`config.mk`:
```
export PLATFORM = sky130hd
export DESIGN_NAME = jogador_automatico
export DESIGN_NICKNAME = d
export VERILOG_FILES = /design/src/rtl/jogador_pkg.sv /design/src/rtl/rom_jogadas_16x4.sv /design/src/rtl/jogador_automatico.sv
export SDC_FILE = /design/constraint.sdc
export NUM_CORES = 1
export LEC_CHECK = 0
export CELL_PAD_IN_SITES_DETAIL_PLACEMENT = 1
export CELL_PAD_IN_SITES_GLOBAL_PLACEMENT = 2
export CORE_MARGIN = 5
export CORE_UTILIZATION = 30
export DETAILED_ROUTE_END_ITERATION = 10
export GPL_TIMING_DRIVEN = 0
export PLACE_DENSITY_LB_ADDON = 0.1
export SLEW_MARGIN = 20
export SYNTH_ARGS = -nofsm -noshare
export SYNTH_HDL_FRONTEND = slang
export SYNTH_SLANG_ARGS = --single-unit
```
`constraint.sdc`:
```
create_clock -name clock -period 2.76 [get_ports clock]
set_input_delay 0.552 -clock clock [delete_from_list [all_inputs] [get_ports clock]]
set_output_delay 0.552 -clock clock [all_outputs]
set_load 0.02 [all_outputs]
```
`src/rtl/jogador_pkg.sv`:
```
// jogador_pkg: state codes, result codes and default timing for the automatic game player
package jogador_pkg;
  typedef enum logic [3:0] {
    INICIAL       = 4'd0,
    PULSO_INICIAR = 4'd1,
    ESPERA_INICIO = 4'd2,
    PRESSIONA     = 4'd3,
    SOLTA         = 4'd4,
    AGUARDA_FIM   = 4'd5,
    FIM           = 4'd6
  } estado_t;
  localparam logic [1:0] RES_NENHUM  = 2'b00;
  localparam logic [1:0] RES_ACERTOU = 2'b01;
  localparam logic [1:0] RES_ERROU   = 2'b10;
  localparam logic [1:0] RES_AMBOS   = 2'b11;
  localparam int T_INICIAR_DEF   = 5;
  localparam int T_PRESS_DEF     = 10;
  localparam int T_GAP_DEF       = 10;
  localparam int NUM_JOGADAS_DEF = 16;
  function automatic int max3(input int a, input int b, input int c);
    return (a > b) ? ((a > c) ? a : c) : ((b > c) ? b : c);
  endfunction
endpackage

```
`src/rtl/rom_jogadas_16x4.sv`:
```
// rom_jogadas_16x4: fixed 16-move one-hot sequence replayed on chaves
module rom_jogadas_16x4 (
  input  logic [3:0] addr,
  output logic [3:0] data
);
  always_comb begin
    data = 4'b0000;
    case (addr)
      4'd0:  data = 4'b0001;
      4'd1:  data = 4'b0010;
      4'd2:  data = 4'b0100;
      4'd3:  data = 4'b1000;
      4'd4:  data = 4'b0100;
      4'd5:  data = 4'b0010;
      4'd6:  data = 4'b0001;
      4'd7:  data = 4'b0001;
      4'd8:  data = 4'b0010;
      4'd9:  data = 4'b0010;
      4'd10: data = 4'b0100;
      4'd11: data = 4'b0100;
      4'd12: data = 4'b1000;
      4'd13: data = 4'b1000;
      4'd14: data = 4'b0001;
      4'd15: data = 4'b0100;
    endcase
  end
endmodule

```
`src/rtl/jogador_automatico.sv`:
```
// jogador_automatico: replays a fixed move sequence into the memory game and latches its result
module jogador_automatico
  import jogador_pkg::*;
#(
  parameter int T_INICIAR   = T_INICIAR_DEF,
  parameter int T_PRESS     = T_PRESS_DEF,
  parameter int T_GAP       = T_GAP_DEF,
  parameter int NUM_JOGADAS = NUM_JOGADAS_DEF
) (
  input  logic       clock,
  input  logic       reset,
  input  logic       disparar,
  input  logic       pronto,
  input  logic       acertou,
  input  logic       errou,
  output logic       iniciar_out,
  output logic [3:0] chaves,
  output logic       ativo,
  output logic       concluido,
  output logic [1:0] resultado,
  output logic [3:0] db_estado,
  output logic [3:0] db_jogada
);
  localparam int TW = $clog2(max3(T_INICIAR, T_PRESS, T_GAP) + 1);
  estado_t estado, proximo;
  logic [TW-1:0] timer;
  logic [3:0] indice, indice_prox, rom_dado;
  rom_jogadas_16x4 u_rom (.addr(indice_prox), .data(rom_dado));
  always_comb begin
    proximo = estado;
    case (estado)
      INICIAL:       proximo = disparar ? PULSO_INICIAR : INICIAL;
      PULSO_INICIAR: proximo = (timer == TW'(T_INICIAR - 1)) ? ESPERA_INICIO : PULSO_INICIAR;
      ESPERA_INICIO: proximo = pronto ? FIM : (timer == TW'(T_GAP - 1)) ? PRESSIONA : ESPERA_INICIO;
      PRESSIONA:     proximo = pronto ? FIM : (timer == TW'(T_PRESS - 1)) ? SOLTA : PRESSIONA;
      SOLTA:         proximo = pronto ? FIM : (timer != TW'(T_GAP - 1)) ? SOLTA :
                               (indice == 4'(NUM_JOGADAS - 1)) ? AGUARDA_FIM : PRESSIONA;
      AGUARDA_FIM:   proximo = pronto ? FIM : AGUARDA_FIM;
      FIM:           proximo = disparar ? PULSO_INICIAR : FIM;
      default:       proximo = INICIAL;
    endcase
  end
  // the ROM is addressed with the next index so chaves lands on the same edge the move starts
  assign indice_prox = (proximo == INICIAL || proximo == PULSO_INICIAR) ? 4'd0 :
                       (estado == SOLTA && proximo == PRESSIONA) ? indice + 4'd1 : indice;
  always_ff @(posedge clock) begin
    if (reset) begin
      estado      <= INICIAL;
      timer       <= '0;
      indice      <= '0;
      iniciar_out <= 1'b0;
      chaves      <= 4'b0000;
      ativo       <= 1'b0;
      concluido   <= 1'b0;
      resultado   <= RES_NENHUM;
      db_estado   <= 4'd0;
      db_jogada   <= 4'd0;
    end else begin
      estado      <= proximo;
      timer       <= (proximo != estado || proximo == INICIAL || proximo == AGUARDA_FIM || proximo == FIM) ?
                     '0 : timer + 1'b1;
      indice      <= indice_prox;
      iniciar_out <= proximo == PULSO_INICIAR;
      chaves      <= (proximo == PRESSIONA) ? rom_dado : 4'b0000;
      ativo       <= proximo == PULSO_INICIAR || proximo == ESPERA_INICIO || proximo == PRESSIONA ||
                     proximo == SOLTA || proximo == AGUARDA_FIM;
      concluido   <= proximo == FIM;
      resultado   <= (proximo == PULSO_INICIAR && estado != PULSO_INICIAR) ? RES_NENHUM :
                     (proximo == FIM && estado != FIM) ? {errou, acertou} : resultado;
      db_estado   <= proximo;
      db_jogada   <= indice_prox;
    end
  end
endmodule
```
==> results of run 1 <==
[worst min path at each step]
stage                 start            to  slack (ns)  cells past startpoint
6_report       resultado[1]  resultado[1]        0.51                      2
5_1_grt        resultado[1]  resultado[1]        0.56                      2
4_1_cts        resultado[1]  resultado[1]        0.52                      2
3_5_place_dp   resultado[0]  resultado[0]        0.51                      2
3_3_place_gp   resultado[0]  resultado[0]        0.48                      2
2_1_floorplan      timer[0]      timer[0]        0.48                      1
[critical path, cell delays in order (launching register included)]
cell,delay (ns)
dfxtp_1,0.42
ha_1,0.24
nand3b_1,0.24
nor4_1,0.58
or3_1,0.26
a211oi_1,0.08
nand4b_1,0.28
nor3_1,0.23
[registers in the layout, summed over array words and instances (netlist names)]
| name | count |
|---|---|
| ativo | 1 |
| estado | 3 |
| iniciar_out | 1 |
| chaves | 4 |
| resultado | 2 |
| indice | 4 |
| timer | 4 |
| concluido | 1 |
[routing by layer]
| layer | vias up | global-route usage, % | part of all wire [%] |
|---|---|---|---|
| met3 | 6 | 2.736 | 5.3 |
| li1 | 587 | - | - |
| met5 | - | 0 | 0 |
| met1 | 575 | 20.00 | 50 |
| met4 | 0 | 3.018 | 0.86 |
| met2 | 27 | 20.77 | 44 |
[cells in the mapped netlist (3+ instances only)]
master	number	area, sq um
a21oi_1	11	55.05
a31oi_1	5	31.28
and2_1	3	18.77
and3_1	3	18.77
clkbuf_1	3	11.26
dfxtp_1	20	400.4
ha_1	4	50.05
inv_1	5	18.77
mux2i_1	4	40.04
nand2_1	4	15.01
nand2b_1	5	31.28
nand3_1	5	25.02
nand4b_1	4	35.03
nor2_1	14	52.55
nor3_1	12	60.06
nor4_1	3	18.77
[stage by stage]
step	hold slack, ns	instance area (sq um)	util [%]
global route	0.5551	1521	38.31
detailed placement	0.5059	1480	37.27
finish	0.5119	1521	38.31
global placement	0.4759	1480	37.27
CTS	0.5230	1521	38.31
floorplan	0.4771	1217	-
[report_power, final]
| group | leakage [nW] | switching, mW | internal, mW |
|---|---|---|---|
| registers | 0.162 | 0.0377 | 0.327 |
| clock network | 0.0216 | 0.0973 | 0.0973 |
| logic | 0.414 | 0.270 | 0.178 |
| total | 0.598 | 0.405 | 0.602 |
[layout make-up]
class                           instances  area share (%)
Buffer                                  7           2.632
Clock buffer                            3           2.714
Inverter                                5           1.234
Multi-Input combinational cell        113           49.84
Sequential cell                        20           26.32
Tap cell                               50           4.112
Timing Repair Buffer                   20           13.16
[cells by family after synthesis]
family / synth area share [%]
mux: 4.522
buf+inv: 4.831
compound gates: 19.63
other cells: 0.3080
xor+xnor: 2.159
simple gates: 31.55
flops: 32.89
fa+ha+maj: 4.111
==> flow_summary.rst, run 1 <==
.. list-table::
   :header-rows: 1

   * - Metric
     - Value
   * - Max H-tree Level
     - 1
   * - Static leakage
     - between 0.5 and 0.6 nW
   * - Total number of nets in the final design
     - between 150 and 200
   * - Die outline width
     - 73.70 um
   * - Result of the run
     - completed
   * - Yosys reg bits
     - 20
   * - Hold-fix buffers, CTS
     - 0
   * - Wire length of the first global-routing pass
     - approximately 5800 um
   * - Cells after DPL
     - ~220
   * - Standard-cell row count
     - 23
   * - Total of max-cap violations
     - 0
   * - Drt initial violations
     - between 90 and 100
   * - Reg2reg start
     - timer[0]
   * - Reg2reg end
     - timer[2]
   * - All-Layer GR Usage
     - between 10 and 15%
   * - Highest Clock Rate
     - roughly 0.42 GHz
   * - Cell at the root of the clock tree
     - clkbuf_8
   * - Sum of negative setup slack
     - 0 ns
   * - Avg Inst Size Synth
     - 8.396 sq um
   * - Final Instance Count excl. Fillers
     - about 220
   * - RSZ-0062 raised after global routing
     - false
   * - TritonCTS clock tree
     - done
   * - Total congestion overflow after global routing
     - 0
   * - DIE AREA
     - about 5400 sq um
   * - Proportion of synthesized chip area in sequential cells
     - between 30% and 40%
   * - Worst Setup Slack post-DPL
     - around 0.066 ns
   * - Max FO, Critical Path
     - 6
   * - Clock sink count
     - 20
   * - Commonest register cell after synthesis
     - dfxtp_1
   * - Register-to-register path setup slack
     - approximately 0.35 ns
   * - Max Root-Sink Buffers
     - 2
   * - Post-synth design cell area
     - 1217 sq um
   * - Clock period minus worst slack
     - 2.408 ns
   * - Gpl congestion
     - slightly above 0.9
   * - Gate count after technology mapping
     - about 150
   * - Number of buffers created by CTS
     - 3
   * - Hold violation total from the final report
     - 0
   * - Clock slew seen by the registers of the worst setup and hold paths
     - around 0.070 ns
   * - Final Setup Violations
     - 0
   * - IR drop worst, VDD
     - 0.0003442 V
   * - I/O Buffers
     - 20
   * - Y dimension of the die
     - 73.70 um
   * - Multi-input logic area
     - between 700 and 800 sq um
   * - Post-synthesis async set-or-reset flop share
     - 0%
   * - Worst EP required
     - about 2.9 ns
   * - Final WS setup
     - roughly 0.35 ns
   * - Start-to-end type of the worst setup path
     - flip-flop to flip-flop
   * - Post-CTS setup buffer count
     - 0
   * - Antenna Nets Post-Route
     - 0
   * - Critical path startpoint
     - timer[0]
   * - Antenna diode instance count
     - 0
   * - Area of all sequential standard cells
     - ~400 sq um
   * - Fraction of final layout cells sized beyond drive strength 1
     - under 10%
   * - Number of synthesis warnings
     - 0
   * - Final Slew Violations
     - 0
   * - Worst slew pin tran
     - approximately 0.56 ns
   * - Filler cells
     - approximately 500
   * - Crit path to
     - timer[2]
   * - Vias per cell
     - about 5.5
   * - Max_slew headroom
     - around 62%
   * - Cell variety after synth
     - slightly below 50
   * - Detailed Routing Iterations Pass 1
     - 4
   * - Initial Util
     - roughly 31%
   * - Length in cells of the worst reg-to-reg path
     - 7
   * - Total design power
     - approximately 1 mW
   * - Crit start category
     - flip-flop
   * - EDFF count, synth
     - 0
   * - PD cells
     - roughly 660 nW/um^2
   * - Final Cycle Share
     - between 80% and 90%
   * - Clock latency at the later pin of the worst-skew pair
     - ~0.26 ns
   * - Antenna violations before repair
     - 0
   * - Half-perimeter wire length after detailed placement
     - 2827 um
   * - Placeable core area
     - 3971 sq um
   * - Vias in the first global route
     - ~1,100
   * - Critical path arrival
     - 2.59 ns
   * - Synth Net Count
     - 155
   * - # IOs
     - 23
   * - Type of element capturing the critical path
     - flip-flop
   * - Number of cells upsized or downsized after cts
     - 0
   * - Wire length per cell after detailed routing
     - roughly 16 um
   * - Layout overhead on the synthesized area
     - 24.97%
   * - Clock tree skew after final layout
     - around 0.0028 ns
   * - Maximum number of pins on one net before global-route repair
     - 11
   * - Class of the worst hold path
     - flip-flop to flip-flop
   * - Final WL
     - 3587 um
   * - Total number of vias
     - around 1,200
   * - Commonest non-fill, non-tap cells in the layout
     - 20 x dfxtp_1, 20 x clkdlybuf4s50_1, 14 x nor2_1
   * - Residual DRC
     - 0
Note: power is estimated with default switching activity, not from simulation.
==> run 2, diff against run 1 <==
--- a/config.mk
+++ b/config.mk
@@ -12,6 +12,7 @@
 export DETAILED_ROUTE_END_ITERATION = 10
 export GPL_TIMING_DRIVEN = 0
 export PLACE_DENSITY_LB_ADDON = 0.1
+export SKIP_LAST_GASP = 1
 export SLEW_MARGIN = 20
 export SYNTH_ARGS = -nofsm -noshare
 export SYNTH_HDL_FRONTEND = slang
==> results of run 2 <==
Same layout as run 1: the final DEF is identical, and so are final timing and power.
==> run 3, diff against run 2 <==
--- a/config.mk
+++ b/config.mk
@@ -11,7 +11,7 @@
 export CORE_UTILIZATION = 30
 export DETAILED_ROUTE_END_ITERATION = 10
 export GPL_TIMING_DRIVEN = 0
-export PLACE_DENSITY_LB_ADDON = 0.1
+export PLACE_DENSITY = 0.9
 export SKIP_LAST_GASP = 1
 export SLEW_MARGIN = 20
 export SYNTH_ARGS = -nofsm -noshare
==> run 3 against run 2 <==
Compared with the run above: sequential power hardly changed; combinational power hardly changed; non-clock buffer count stayed put.
==> flow_summary.rst, run 3 (same netlist as run 1, synthesis figures left out) <==
.. list-table::
   :header-rows: 1

   * - Metric
     - Value
   * - Length in cells of the worst reg-to-reg path
     - 6
   * - Crit path buffers/inverters
     - 1
   * - Total of max-cap violations
     - 0
   * - Sum of negative setup slack
     - 0 ns
   * - Clock latency at the later pin of the worst-skew pair
     - ~0.26 ns
   * - DIE AREA
     - ~5400 sq um
   * - Wire length per cell after detailed routing
     - around 16 um
   * - Die outline width
     - around 74 um
   * - Highest Clock Rate
     - between 0.4 and 0.5 GHz
   * - TritonCTS clock tree
     - done
   * - Number of cells upsized or downsized after cts
     - 0
   * - Clock tree skew after final layout
     - 0.005082 ns
   * - Y dimension of the die
     - 73.70 um
   * - Drt initial violations
     - 49
   * - Result of the run
     - completed
   * - Placeable core area
     - slightly below 4000 sq um
   * - Clock period minus worst slack
     - ~2.4 ns
   * - Antenna Nets Post-Route
     - 0
   * - All-Layer GR Usage
     - 14.26%
   * - Final worst hold slack
     - 0.5180 ns
   * - Worst EP required
     - between 2 and 3 ns
   * - Fraction of final layout cells sized beyond drive strength 1
     - under 10%
   * - Max FO, Critical Path
     - 5
   * - Class of the worst hold path
     - flip-flop to flip-flop
   * - Cell at the root of the clock tree
     - clkbuf_8
   * - IR drop worst, VDD
     - about 0.00041 V
   * - WHS Endpoint
     - resultado[1]
   * - Vias in the first global route
     - approximately 1,300
   * - Layout overhead on the synthesized area
     - 26.10%
   * - Half-perimeter wire length after detailed placement
     - about 2800 um
   * - Final Setup Violations
     - 0
   * - Critical path cell sequence
     - clkdlybuf4s50_1 -> and2_1 -> a221o_1 -> o22a_1 -> a211oi_1 -> nand4b_1 -> nor3_1
   * - Post-CTS setup buffer count
     - 0
   * - Standard-cell row count
     - 23
   * - Critical path arrival
     - ~2.6 ns
   * - Standard cell with the maximum stage delay on the critical path
     - clkdlybuf4s50_1
   * - Crit start category
     - primary input
   * - Worst slew pin tran
     - 0.5304 ns
   * - Leading registers by flop count
     - chaves: 4 flops, indice: 4 flops, timer: 4 flops
   * - I/O Buffers
     - 20
   * - Total number of nets in the final design
     - 180
   * - Initial Util
     - between 30% and 40%
   * - Hold wc startpoint
     - resultado[1]
   * - Antenna violations before repair
     - 0
   * - Delay of the slowest cell on the worst path
     - approximately 0.52 ns
   * - # IOs
     - 23
   * - Static leakage
     - 0.6056 nW
   * - Total non-filler cell area in the finished layout
     - roughly 1500 sq um
   * - Worst hold path stage count
     - 2
   * - Clock slew seen by the registers of the worst setup and hold paths
     - approximately 0.070 ns
   * - Vias per cell
     - ~5.5
   * - Register-to-register path setup slack
     - between 0.4 and 0.5 ns
   * - Max H-tree Level
     - 1
   * - Reg2reg start
     - estado[1]
   * - Final Instance Count excl. Fillers
     - 219
   * - Delay-heaviest family, CP
     - compound AO/OA/AOI/OAI gates
   * - Clock sink count
     - 20
   * - Total number of vias
     - between 1,000 and 1,500
   * - Hold-fix buffers, CTS
     - 0
   * - Reg2reg end
     - timer[2]
   * - Start-to-end type of the worst setup path
     - primary input to flip-flop
   * - Gpl congestion
     - 0.9079
   * - Cells after DPL
     - 215
   * - Final Cycle Share
     - about 87%
   * - Final WL
     - between 3000 and 4000 um
   * - Hold violation total from the final report
     - 0
   * - Total congestion overflow after global routing
     - 0
   * - Commonest non-fill, non-tap cells in the layout
     - 20 x dfxtp_1, 20 x clkdlybuf4s50_1, 14 x nor2_1
   * - Max_slew headroom
     - 64.48%
   * - Final Slew Violations
     - 0
   * - RSZ-0062 raised after global routing
     - false
   * - Max Root-Sink Buffers
     - 2
   * - Detailed Routing Iterations Pass 1
     - 4
   * - Number of buffers created by CTS
     - 3
   * - Placement-stage cell area
     - roughly 1500 sq um
   * - PD cells
     - roughly 680 nW/um^2
   * - Total design power
     - 1.039 mW
   * - Maximum number of pins on one net before global-route repair
     - 12
   * - Wire length of the first global-routing pass
     - between 6000 and 7000 um
   * - Antenna diode instance count
     - 0
   * - Type of element capturing the critical path
     - flip-flop
   * - Residual DRC
     - 0
==> run 3: cell types whose count changed in the layout (fill, tap and decap cells not counted), sizes merged <==
cell	previous run	this run
clkbuf	6	7
==> run 3: power by group <==
group          switching (mW)  internal, mW  total, mW
registers              0.0379         0.327      0.365
clock network          0.0952         0.127      0.222
logic                   0.272         0.179      0.451
==> run 3: worst reg2reg max path, cell delays in order (launching register included) <==
cell      delay, ns
dfxtp_1        0.49
clkbuf_1       0.40
a31oi_1        0.22
or3_1          0.49
a211oi_1       0.30
nand4b_1       0.22
nor3_1         0.08
==> run 3: final cells by class <==
| cell class | count | area (sq um) |
|---|---|---|
| buffer | 7 | 40.04 |
| clock buffer | 4 | 55.05 |
| fill | 490 | 2436 |
| inverter | 5 | 18.77 |
| multi-input combinational | 113 | 758.2 |
| sequential | 20 | 400.4 |
| tap | 50 | 62.56 |
| timing repair buffer | 20 | 200.2 |
==> run 3: worst max-delay path by stage <==
stage	startpoint	end	slack, ns	cells past startpoint
finish	disparar	timer[2]	0.35	7
global route	timer[0]	timer[0]	0.14	7
CTS	disparar	timer[0]	0.39	7
detailed placement	disparar	timer[0]	0.12	7
global placement	disparar	timer[2]	0.14	7
floorplan	pronto	chaves[0]	0.58	7
==> run 3: layer usage <==
layer  GRT usage, %  part of all wire [%]
met4          5.433                   2.0
met1          17.46                    45
met5              0                     0
met3          2.462                   3.2
met2          24.61                    50
==> run 3: stage by stage <==
step                setup WS [ns]  util (%)
finish                     0.3492     38.66
global route               0.1417     38.66
CTS                        0.3912     38.66
detailed placement         0.1151     37.27
global placement           0.1371     37.27
floorplan                  0.5796         -
